File: src/rtl/timer_counter.sv
// timer_counter: memory-mapped down-counter with interrupt.
// Three-register window at BASE: CTRL (+0), PRESET (+4), COUNT (+8, read-only).
// Optional macro TIMER_AUTORELOAD_EN enables MODE 01 (auto-reload); without it
// every count is one-shot and MODE reads back as 00.
// dbg_state exposes the FSM state (0 IDLE, 1 LOAD, 2 CNT, 3 INT).
// Bus handshake: a write is accepted at the rising edge where WE=1 and the
// address hits a writable register; reads are combinational with no wait state.
module timer_counter #(
    parameter logic [31:0] BASE = 32'h0000_7F00
) (
    input  logic        clk,
    input  logic        reset,
    input  logic [31:0] Addr,
    input  logic        WE,
    input  logic [31:0] Din,
    output logic [31:0] Dout,
    output logic        IRQ,
    output logic [1:0]  dbg_state
);

    typedef enum logic [1:0] {
        IDLE = 2'd0,
        LOAD = 2'd1,
        CNT  = 2'd2,
        INT  = 2'd3
    } state_t;

    localparam logic [29:0] BASE_WORD = BASE[31:2];

    state_t      state;
    state_t      state_next;
    logic        ctrl_en;
    logic [1:0]  ctrl_mode;
    logic        ctrl_im;
    logic [31:0] preset;
    logic [31:0] count;
    logic [31:0] count_next;
    logic        irq_flag;
    logic        set_flag;
    logic        clr_flag;
    logic        clr_en;

    logic [29:0] word;
    logic        hit_ctrl;
    logic        hit_preset;
    logic        hit_count;
    logic        wr_ctrl;
    logic        wr_preset;
    logic [1:0]  din_mode;
    logic        auto_reload;
    logic        en_now;

    assign word       = Addr[31:2];
    assign hit_ctrl   = (word == BASE_WORD);
    assign hit_preset = (word == BASE_WORD + 30'd1);
    assign hit_count  = (word == BASE_WORD + 30'd2);
    assign wr_ctrl    = WE & hit_ctrl;
    assign wr_preset  = WE & hit_preset;

`ifdef TIMER_AUTORELOAD_EN
    logic unused_bits;
    assign din_mode    = Din[2:1];
    assign unused_bits = ^{Addr[1:0], Din[31:4]};
`else
    logic unused_bits;
    assign din_mode    = 2'b00;
    assign unused_bits = ^{Addr[1:0], Din[31:4], Din[2:1]};
`endif

    assign auto_reload = (ctrl_mode == 2'b01);

    // A CTRL write on the same edge overrides the stored enable, so a disable
    // freezes COUNT at the value software saw, and a re-enable beats the
    // one-shot EN-clear in INT.
    assign en_now = wr_ctrl ? Din[0] : ctrl_en;

    // FSM state register
    always_ff @(posedge clk or negedge reset) begin
        if (!reset) begin
            state <= IDLE;
        end else begin
            state <= state_next;
        end
    end

    // Next-state logic and counter/flag/enable control
    always_comb begin
        state_next = state;
        count_next = count;
        set_flag   = 1'b0;
        clr_flag   = 1'b0;
        clr_en     = 1'b0;
        case (state)
            IDLE: begin
                if (ctrl_en) begin
                    state_next = LOAD;
                end
            end
            LOAD: begin
                count_next = preset;
                state_next = CNT;
            end
            CNT: begin
                if (!en_now) begin
                    state_next = IDLE;
                end else if (count == 32'd0) begin
                    state_next = INT;
                    set_flag   = 1'b1;
                end else begin
                    count_next = count - 32'd1;
                end
            end
            INT: begin
                if (auto_reload) begin
                    clr_flag   = 1'b1;
                    state_next = en_now ? LOAD : IDLE;
                end else begin
                    clr_en     = 1'b1;
                    state_next = (wr_ctrl && Din[0]) ? LOAD : IDLE;
                end
            end
            default: begin
                state_next = IDLE;
            end
        endcase
    end

    // COUNT register; only the FSM updates it, never the bus
    always_ff @(posedge clk or negedge reset) begin
        if (!reset) begin
            count <= 32'd0;
        end else begin
            count <= count_next;
        end
    end

    // Interrupt flag: any CTRL write clears it and takes priority over a set
    always_ff @(posedge clk or negedge reset) begin
        if (!reset) begin
            irq_flag <= 1'b0;
        end else if (wr_ctrl || clr_flag) begin
            irq_flag <= 1'b0;
        end else if (set_flag) begin
            irq_flag <= 1'b1;
        end
    end

    // CTRL register: CPU write wins over the one-shot EN-clear
    always_ff @(posedge clk or negedge reset) begin
        if (!reset) begin
            ctrl_en   <= 1'b0;
            ctrl_mode <= 2'b00;
            ctrl_im   <= 1'b0;
        end else if (wr_ctrl) begin
            ctrl_en   <= Din[0];
            ctrl_mode <= din_mode;
            ctrl_im   <= Din[3];
        end else if (clr_en) begin
            ctrl_en   <= 1'b0;
        end
    end

    // PRESET register; a write mid-count is picked up at the next LOAD
    always_ff @(posedge clk or negedge reset) begin
        if (!reset) begin
            preset <= 32'd0;
        end else if (wr_preset) begin
            preset <= Din;
        end
    end

    // Combinational read mux, zero on a miss
    always_comb begin
        Dout = 32'd0;
        if (hit_ctrl) begin
            Dout = {28'd0, ctrl_im, ctrl_mode, ctrl_en};
        end else if (hit_preset) begin
            Dout = preset;
        end else if (hit_count) begin
            Dout = count;
        end
    end

    assign IRQ       = irq_flag & ctrl_im;
    assign dbg_state = state;

endmodule
File: config.mk
export PLATFORM = sky130hd
export DESIGN_NAME = timer_counter
export DESIGN_NICKNAME = d
export VERILOG_FILES = /design/src/rtl/timer_counter.sv
export SDC_FILE = /design/constraint.sdc
export NUM_CORES = 1
export LEC_CHECK = 0
export ABC_AREA = 1
export BUFFER_PORTS_ARGS = -buffer_cell sky130_fd_sc_hd__buf_4
export CAP_MARGIN = 20
export CORE_MARGIN = 2
export CORE_UTILIZATION = 25
export CTS_CLUSTER_SIZE = 24
export DETAILED_ROUTE_END_ITERATION = 16
export PLACE_DENSITY_LB_ADDON = 0.12
export SLEW_MARGIN = 15
export SYNTH_ARGS = -nofsm -noshare
export SYNTH_HDL_FRONTEND = slang
export SYNTH_SLANG_ARGS = --single-unit
File: constraint.sdc
create_clock -name clk -period 5.2 [get_ports clk]
set_input_delay 1.3 -clock clk [delete_from_list [all_inputs] [get_ports clk]]
set_output_delay 1.3 -clock clk [all_outputs]
set_load 0.005 [all_outputs]
==> impl_metrics.json <==
{
  "grt_pass1_vias": 4758,
  "die_area_um2": 19660,
  "hold_path_end": "preset[28]",
  "port_buffers": 99,
  "skew_ns": 0.006778,
  "p_seq_share_pct": 38.3,
  "hold_violations": 0,
  "grt_pass1_wl_um": 25270,
  "tritoncts": "done",
  "grt_max_degree": 70,
  "synthTopCellsByArea": "dfrtp_1, nand2_1, nand3_1",
  "clk_pin_slew_ns": 0.05,
  "numCtsBuffers": 9,
  "end_kind": "output pin",
  "status": "complete, no violations",
  "synth_top_family_by_area": "simple AND/OR/NAND/NOR gates",
  "finalSetupViolations": 0,
  "clock-root-buffer": "clkbuf_16",
  "ios": 102,
  "critical_path_arrival_ns": 2.86,
  "powerDensity_nw_per_um2": 243.2,
  "place_congestion": 0.8579,
  "clock-sinks": 69,
  "yosysTopAreaCell": "dfrtp_1",
  "clkLatencyLatePin_ns": 0.35,
  "min_path_cells": 2,
  "final.period_utilization_pct": 79.95,
  "critPathLaunchType": "input pin",
  "routed_wl_um": 15460,
  "fin_setup_tns_ns": 0,
  "nets": 907,
  "placed_cell_area_um2": 5562,
  "synthesis.area_um2": 4639,
  "ys_seq_area_share_pct": 37.22,
  "synth-compound-area-share_pct": 8.954,
  "vias": 4851,
  "die_w_um": 140.2,
  "drt_iter0_drc": 288,
  "cts_setup_buffers": 0,
  "internal_power_w": 0.001016,
  "ys_ff_latch": 69,
  "cts_resized": 0,
  "routedWlPerCell_um": 14.43,
  "max_freq_mhz": 240.5,
  "p_leak_nw": 3.276,
  "htreeDepth": 3,
  "start_util_pct": 25.65,
  "hp-class": "register to register",
  "critPathKind": "input pin to output pin",
  "syn_nets": 821,
  "clock_path_buffers": 2,
  "p_sw_w": 0.0004049,
  "antenna_left": 0,
  "synth.avg_cell_area_um2": 6.161,
  "synth_top_area_share_pct": 37.22,
  "clock_power_share_pct": 43.1,
  "drc": 0,
  "synthMuxAreaShare_pct": 0,
  "drv_cap": 0,
  "p_sw_share_pct": 28.49,
  "core_area_um2": 18090,
  "pwr-share-comb_pct": 18.6,
  "dp_hpwl_um": 10620,
  "syn_inst": 753,
  "yosys_warnings": 0,
  "cts_hold_buf": 0,
  "final_area_um2": 5843,
  "track_usage_pct": 16.33,
  "diodes": 0,
  "rsz0062_at_grt": "no",
  "yosys.area_share.xor_xnor_pct": 0.1888,
  "die_h_um": 140.2,
  "r2r-start": "count[0]",
  "drive_above_1_share_pct": 16.03,
  "max-vdd-ir-drop_uv": 161.6,
  "worstHoldStart": "preset[28]",
  "overflow": 0,
  "reg2reg_depth": 10,
  "tightest_slew_ns": 0.9439,
  "std_cell_rows": 49,
  "syn2layout_area_growth_pct": 25.94,
  "synth_adder_area_share_pct": 0.2697,
  "r2r_slack_ns": 2.69,
  "antenna_found_initial": 0,
  "r2r-end": "count[31]",
  "path_max_fanout": 31,
  "critPathRequiredTime_ns": 3.90,
  "fin_hold_ws_ns": 0.4702,
  "period_minus_slack_ns": 4.158,
  "drt_first_pass_iters": 4,
  "drv_slew": 0,
  "synthSimpleGateAreaFrac_pct": 43.39,
  "synth_cell_types": 26,
  "avgViaCountPerCell": 4.529,
  "slew_headroom_pct": 37.08
}
==> cells in the mapped netlist, drive strengths merged <==
cell	n
a21oi	11
o22ai	11
nand3	71
o21ai	51
a31oi	4
ha	1
dfrtp	69
nor3	4
xor2	1
buf	16
clkbuf	13
nor2	90
o31ai	1
inv	84
nand2	322
nand4	4
==> layout make-up <==
type / instances / area, µm²
fillers: 2055 / 12240
multi-input cells: 571 / 2452
flip-flops and latches: 69 / 1727
repair buffers: 104 / 780.7
inverters: 84 / 315.3
well taps: 229 / 286.5
clock buffers: 12 / 246.5
clock inverters: 2 / 35.03
==> metal layers <==
layer	vias to the layer above	track usage (%)	share of wire, %
li1	2522	-	-
met1	2234	22.20	49
met2	86	26.81	46
met3	9	3.214	3.7
met4	0	3.934	0.97
met5	-	0	0
==> worst max-delay path by stage <==
stage	cells past startpoint	startpoint	endpoint
final	10	Addr[17]	Dout[30]
after global routing	12	Addr[19]	Dout[3]
after CTS	10	Addr[17]	Dout[31]
after detailed placement	10	Addr[17]	Dout[31]
after global placement	10	Addr[17]	Dout[28]
after floorplan	9	Addr[14]	Dout[11]
==> state kept, by name, summed over array words and instances (netlist names) <==
register	flops
ctrl_en	1
irq_flag	1
dbg_state	2
count	32
preset	32
ctrl_im	1
==> power by group through the flow <==
stage	registers [W]	clock network [W]	logic [W]
2_1_floorplan	0.000553	0	0.000158
3_3_place_gp	0.000554	0	0.000264
3_5_place_dp	0.000554	0	0.000265
4_1_cts	0.000544	0.000630	0.000266
5_1_grt	0.000544	0.000648	0.000301
6_report	0.000544	0.000613	0.000264
==> placed cells by master, fill, tap and decap left out <==
cell       synthesis  layout
nand2_1          317     317
buf_4              0     104
nor2_1            85      84
inv_1             81      81
dfrtp_1           69      69
nand3_1           68      68
o21ai_0           38      38
o21ai_1           12      12
o22ai_1           11      11
a21oi_1           11      11
clkbuf_16          0       9
nor2_2             3       4
nand2_2            4       4
nand4_1            4       4
a31oi_1            4       4
nor3_1             3       3
inv_2              3       3
nand3_2            3       3
nor2_4             2       2
clkbuf_1          13       2
nor3_4             1       1
nand2_4            1       1
o21ai_2            1       1
xor2_1             1       1
o31ai_1            1       1
ha_1               1       1
clkbuf_8           0       1
clkinv_2           0       1
bufinv_16          0       1
==> metrics by stage <==
stage / worst slack [ns] / std cells / total power, W / util, %
final: 1.042 / 1071 / 0.001421 / 32.31
after global routing: 0.8206 / 1071 / 0.001493 / 32.31
after CTS: 0.9854 / 1071 / 0.001440 / 32.31
after detailed placement: 0.9953 / 1057 / 0.0008190 / 30.75
after global placement: 1.017 / 1057 / 0.0008175 / 30.75
after floorplan: 1.561 / 753 / 0.0007112 / -
==> critical path, stage by stage <==
cell and delay (ns):
buf_4 0.11, nor2_1 0.09, nand2_1 0.05, nor2_1 0.12, inv_1 0.10, nor3_1 0.23
nand2_1 0.09, buf_4 0.27, o22ai_1 0.32, buf_4 0.17
==> logic make-up after synthesis <==
group | after synthesis
adders and majority gates | 1
and+or+nand+nor | 491
buffers and inverters | 113
AOI/OAI and AO/OA | 78
xor gates and xnor gates | 1
DFF | 69
(Power assumes the default switching activity.)
